==> config.mk <==
export PLATFORM = sky130hd
export DESIGN_NAME = fetch_unit
export DESIGN_NICKNAME = d
export VERILOG_FILES = /design/src/rtl/fetch_unit.sv
export SDC_FILE = /design/constraint.sdc
export NUM_CORES = 1
export LEC_CHECK = 0
export CELL_PAD_IN_SITES_DETAIL_PLACEMENT = 1
export CELL_PAD_IN_SITES_GLOBAL_PLACEMENT = 2
export CORE_ASPECT_RATIO = 0.9
export CORE_MARGIN = 10
export CORE_UTILIZATION = 21
export DETAILED_ROUTE_END_ITERATION = 8
export GPL_TIMING_DRIVEN = 1
export PLACE_DENSITY = 0.94
export SLEW_MARGIN = 20
export SYNTH_ARGS = -nofsm -noshare
export SYNTH_HDL_FRONTEND = slang
export SYNTH_SLANG_ARGS = --single-unit
==> constraint.sdc <==
create_clock -name clk -period 5 [get_ports clk]
set_clock_uncertainty 0.1 [all_clocks]
set_input_delay 1 -clock clk [delete_from_list [all_inputs] [get_ports clk]]
set_output_delay 1 -clock clk [all_outputs]
set_load 0.01 [all_outputs]
==> src/rtl/fetch_unit.sv <==
// Purpose : instruction fetch sequencer between PC register, instruction memory and decode.
// Latency : request handshake in cycle N, response in N+k, instruction visible in N+k+1.
// Backpres: one outstanding request; a new request issues only when the 1-entry buffer
//           is empty or draining. A taken redirect flushes the buffer and drops a stale response.
//
// Ports:
//   clk, reset                  core clock, asynchronous active-high reset
//   pc / pc_next                current PC in, next PC out (PC register captures every clock)
//   imem_req_*                  fetch request (valid/ready), address always equals pc
//   imem_rsp_*                  response pulse, one per accepted request
//   redirect_valid/_target      branch/jump redirect from execute (single-cycle pulse)
//   inst_valid/_ready/_data/_pc 1-entry output buffer toward decode
module fetch_unit #(
    parameter int ADDR_W = 32,
    parameter int INST_W = 32
) (
    input  logic              clk,
    input  logic              reset,
    input  logic [ADDR_W-1:0] pc,
    output logic [ADDR_W-1:0] pc_next,
    output logic              imem_req_valid,
    input  logic              imem_req_ready,
    output logic [ADDR_W-1:0] imem_req_addr,
    input  logic              imem_rsp_valid,
    input  logic [INST_W-1:0] imem_rsp_data,
    input  logic              redirect_valid,
    input  logic [ADDR_W-1:0] redirect_target,
    output logic              inst_valid,
    input  logic              inst_ready,
    output logic [INST_W-1:0] inst_data,
    output logic [ADDR_W-1:0] inst_pc
);

    typedef enum logic [1:0] {
        S_REQ  = 2'd0,
        S_WAIT = 2'd1,
        S_DROP = 2'd2
    } state_t;

    state_t            state_q, state_d;
    logic              inst_valid_q, inst_valid_d;
    logic [INST_W-1:0] inst_data_q,  inst_data_d;
    logic [ADDR_W-1:0] inst_pc_q,    inst_pc_d;

    logic              req_vld;
    logic              rsp_accept;
    logic              can_issue;
    logic [ADDR_W-1:0] redirect_pc;

    // Instructions are word aligned; low address bits of a redirect are ignored.
    assign redirect_pc = {redirect_target[ADDR_W-1:2], 2'b00};

    // Buffer has room this cycle if empty or being consumed by decode.
    assign can_issue = !inst_valid_q || inst_ready;

    // ------------------------------------------------------------------
    // Next-state and control
    // ------------------------------------------------------------------
    always_comb begin
        state_d    = state_q;
        req_vld    = 1'b0;
        rsp_accept = 1'b0;

        case (state_q)
            S_REQ: begin
                // A redirect suppresses the request: pc is stale this cycle.
                req_vld = !reset && !redirect_valid && can_issue;
                if (req_vld && imem_req_ready) begin
                    state_d = S_WAIT;
                end
            end
            S_WAIT: begin
                if (imem_rsp_valid) begin
                    state_d    = S_REQ;
                    // A response coinciding with a redirect belongs to the
                    // wrong path and is thrown away.
                    rsp_accept = !redirect_valid;
                end else if (redirect_valid) begin
                    // Response still in flight; remember to discard it.
                    state_d = S_DROP;
                end
            end
            S_DROP: begin
                if (imem_rsp_valid) begin
                    state_d = S_REQ;
                end
            end
            default: begin
                state_d = S_REQ;
            end
        endcase
    end

    // ------------------------------------------------------------------
    // Output buffer
    // ------------------------------------------------------------------
    always_comb begin
        inst_valid_d = inst_valid_q;
        inst_data_d  = inst_data_q;
        inst_pc_d    = inst_pc_q;

        if (redirect_valid) begin
            // Flush wins over a same-cycle drain.
            inst_valid_d = 1'b0;
        end else if (rsp_accept) begin
            // Load (possibly together with a drain of the old entry).
            inst_valid_d = 1'b1;
            inst_data_d  = imem_rsp_data;
            inst_pc_d    = pc;
        end else if (inst_valid_q && inst_ready) begin
            inst_valid_d = 1'b0;
        end
    end

    // ------------------------------------------------------------------
    // Next PC: redirect > sequential advance on accepted response > hold
    // ------------------------------------------------------------------
    always_comb begin
        pc_next = pc;
        if (reset) begin
            pc_next = pc;
        end else if (redirect_valid) begin
            pc_next = redirect_pc;
        end else if (rsp_accept) begin
            pc_next = pc + ADDR_W'(4);
        end
    end

    // ------------------------------------------------------------------
    // State registers
    // ------------------------------------------------------------------
    always_ff @(posedge clk or posedge reset) begin
        if (reset) begin
            state_q      <= S_REQ;
            inst_valid_q <= 1'b0;
            inst_data_q  <= '0;
            inst_pc_q    <= '0;
        end else begin
            state_q      <= state_d;
            inst_valid_q <= inst_valid_d;
            inst_data_q  <= inst_data_d;
            inst_pc_q    <= inst_pc_d;
        end
    end

    assign imem_req_valid = req_vld;
    assign imem_req_addr  = pc;
    assign inst_valid     = inst_valid_q;
    assign inst_data      = inst_data_q;
    assign inst_pc        = inst_pc_q;

endmodule
==> results.txt, run 1 <==
DR vias -> 4728
initial DRC count -> 230
setup TNS -> 0 ns
peak supply drop -> 0.132 mV
largest cells by area after synthesis -> dfrtp_1, nand2_1, buf_4
Synth-to-Final Area Change -> 65.8%
initial antenna violation count -> 0
EDFF count, synth -> 0
Tmin final -> 4.75 ns
post-synth top area cell -> dfrtp_1
syn_nets -> 647
clock power share -> 30.3%
CTS max path bufs -> 2
core area -> 19900 um^2
flop2flop setup slack -> 3.22 ns
first-pass GRT wire length -> 30700 um
largest net degree at the start of global routing -> 61
DRC -> 0
IO Port Bufs -> 229
Sw Share -> 31.3%
fin worst setup slack -> 0.253 ns
Rel. slew slack -> 56.1%
Area after DPL -> 6740 um^2
aggregate global-route resource usage -> 15.1%
crit path capture type -> output port
gr ovfl total -> 0
Psw -> 0.000725 W
register bit count reported by yosys -> 67
Die Wd -> 170 um
post-synth top area share -> 39.4%
Ys Warns -> 0
status -> completed
RSZ-0062 raised after global routing -> false
period utilization -> 94.9%
share of cells above drive strength 1 -> 8.76%
cell area after layout -> 7060 um^2
Reg clk slew, reported paths -> 0.06 ns
critical path required time -> 3.90 ns
met1 GRT Util -> 18.5%
GPL Wtd Cong -> 0.753
Power Total -> 0.00232 W
Final Max Slew Viols -> 0
CP max FO -> 6
IO Pins -> 232
Clock Latency Late Sink -> 0.34 ns
ys async rst share -> 100%
Fmax -> 211 MHz
vias in the first global route -> 4998
power share of the sequential group -> 33.2%
Post-CTS Setup Inserts -> 0
final setup violation count -> 0
CTS Hold Bufs -> 0
Crit Path Class -> input port to output port
CTS sink cnt -> 67
arrival time at the worst endpoint -> 3.65 ns
mapped cell area -> 4260 um^2
Top FF cell, synth -> dfrtp_1
grt met2 use -> 24.6%
initial core utilization -> 21.4%
Post-Synthesis Cells -> 544
sequential area share after synthesis -> 39.4%
max-cap check violation count -> 0
Num CTS Buffers -> 9
vias per cell -> 4.69
unique cell type count in the Yosys netlist -> 58
final WL -> 20500 um
busiest layer in global routing -> met2
Antenna Nets Post-Route -> 0
Post-Place Setup Slack -> 0.273 ns
Nets -> 852
DIE AREA -> 26400 um^2
Final Core Density -> 35.4%
worst slew pin tran -> 0.659 ns
top-count cell post-synth -> nand2_1
Logic pwr share -> 36.5%
fillers -> 2354
GR met3 Demand/Resource -> 5.67%
commonest cells in the netlist -> nand2_1, dfrtp_1, buf_4
H-tree Lvls -> 3
DR WL/cell -> 20.4 um
ant diodes -> 0
drt first pass iters -> 4
Pwr Density -> 328 nW/um^2
final hold viol count -> 0
Worst setup SP type -> input port
Pleak -> 3.06 nW
# rows -> 49
post-cts resize count -> 0
hold crit path type -> flop to flop
CTS tree -> done
Mean Syn Cell Area -> 7.82 um^2
post-DP HPWL -> 16000 um
Root Buffer -> clkbuf_16
Die Height -> 155 um
internal power -> 0.00159 W
-- path summary, 6_finish.rpt --
kind | start | endpoint | cells after the start
setup / recovery | pc[2] | pc_next[14] | 7
hold / removal | inst_data[20]$_DFFE_PP0P_ | inst_data[20]$_DFFE_PP0P_ | 2
setup reg to reg | state_q[0]$_DFFE_PP0P_ | inst_data[24]$_DFFE_PP0P_ | 4
hold reg to reg | inst_data[20]$_DFFE_PP0P_ | inst_data[20]$_DFFE_PP0P_ | 2
max in group asynchronous | reset | inst_pc[5]$_DFFE_PP0P_ | 4
min in group asynchronous | reset | inst_pc[25]$_DFFE_PP0P_ | 2
-- power by group through the flow --
stage               clock network (W)  registers, W  logic [W]
global placement                    0      0.000769   0.000846
floorplan                           0      0.000842   0.000235
finish                       0.000702      0.000769   0.000846
CTS                          0.000737      0.000771   0.000866
global route                 0.000759      0.000789   0.000924
detailed placement                  0      0.000781   0.000862
-- placed cells by master (no fill, tap or decap), types with 8 or more instances in the layout --
| cell type | n |
|---|---|
| o21ai_0 | 24 |
| dfrtp_1 | 67 |
| a22oi_1 | 10 |
| nand2_1 | 192 |
| nand3_1 | 14 |
| clkbuf_16 | 9 |
| and2_1 | 8 |
| nand4_1 | 12 |
| a211oi_1 | 9 |
| nor2_1 | 21 |
| inv_1 | 12 |
| buf_4 | 35 |
| clkdlybuf4s50_1 | 228 |
| a21oi_1 | 9 |
-- critical path, cell delays in order --
cell             delay, ns
clkdlybuf4s50_1       0.63
ha_1                  0.31
nand4_1               0.31
nor4_4                0.35
a211oi_1              0.13
a311oi_1              0.29
clkdlybuf4s50_1       0.62
-- flip-flops by register name, indices dropped and copies added (netlist names) --
register and count:
inst_data 32, inst_pc 32, state_q 2, inst_valid 1
-- metal layers --
layer  routed length (um)  part of all wire (%)
met1                 8940                    44
met2                 9590                    47
met3                 1720                   8.4
met4                  274                   1.3
met5                    0                     0
-- final cells by class --
cell class | count | area [um^2] | share of cell area, %
clock buffer | 9 | 225 | 3.19
tap | 255 | 319 | 4.52
timing repair buffer | 264 | 2550 | 36.1
inverter | 13 | 51.3 | 0.727
multi-input combinational | 394 | 2140 | 30.4
clock inverter | 6 | 90.1 | 1.28
sequential | 67 | 1680 | 23.8
-- through the flow --
| step | cells | hold WS (ns) |
|---|---|---|
| 6_report | 1008 | 0.374 |
| 5_1_grt | 1008 | 0.397 |
| 4_1_cts | 1008 | 0.376 |
| 3_5_place_dp | 993 | 0.361 |
| 3_3_place_gp | 993 | 0.358 |
| 2_1_floorplan | 544 | 0.392 |
-- logic make-up (layout without fill, tap and decap cells) --
family | count (synthesis) | count (layout) | share of synthesized area (%)
AND/OR/NAND/NOR | 297 | 297 | 33.6
flip-flops | 67 | 67 | 39.4
AO/OA/AOI/OAI | 95 | 95 | 15.8
multiplexers | 1 | 1 | 0.265
buffers and inverters | 83 | 292 | 10.6
adder cells (fa/ha/maj) | 1 | 1 | 0.294
(Power assumes the default switching activity.)
==> run 2, diff against run 1 <==
--- a/config.mk
+++ b/config.mk
@@ -13,6 +13,7 @@
 export DETAILED_ROUTE_END_ITERATION = 8
 export GPL_TIMING_DRIVEN = 1
 export PLACE_DENSITY = 0.94
+export SKIP_CTS_REPAIR_TIMING = 1
 export SLEW_MARGIN = 20
 export SYNTH_ARGS = -nofsm -noshare
 export SYNTH_HDL_FRONTEND = slang
==> results of run 2 <==
Same layout as run 1: the final DEF is identical, and so are final timing and power.
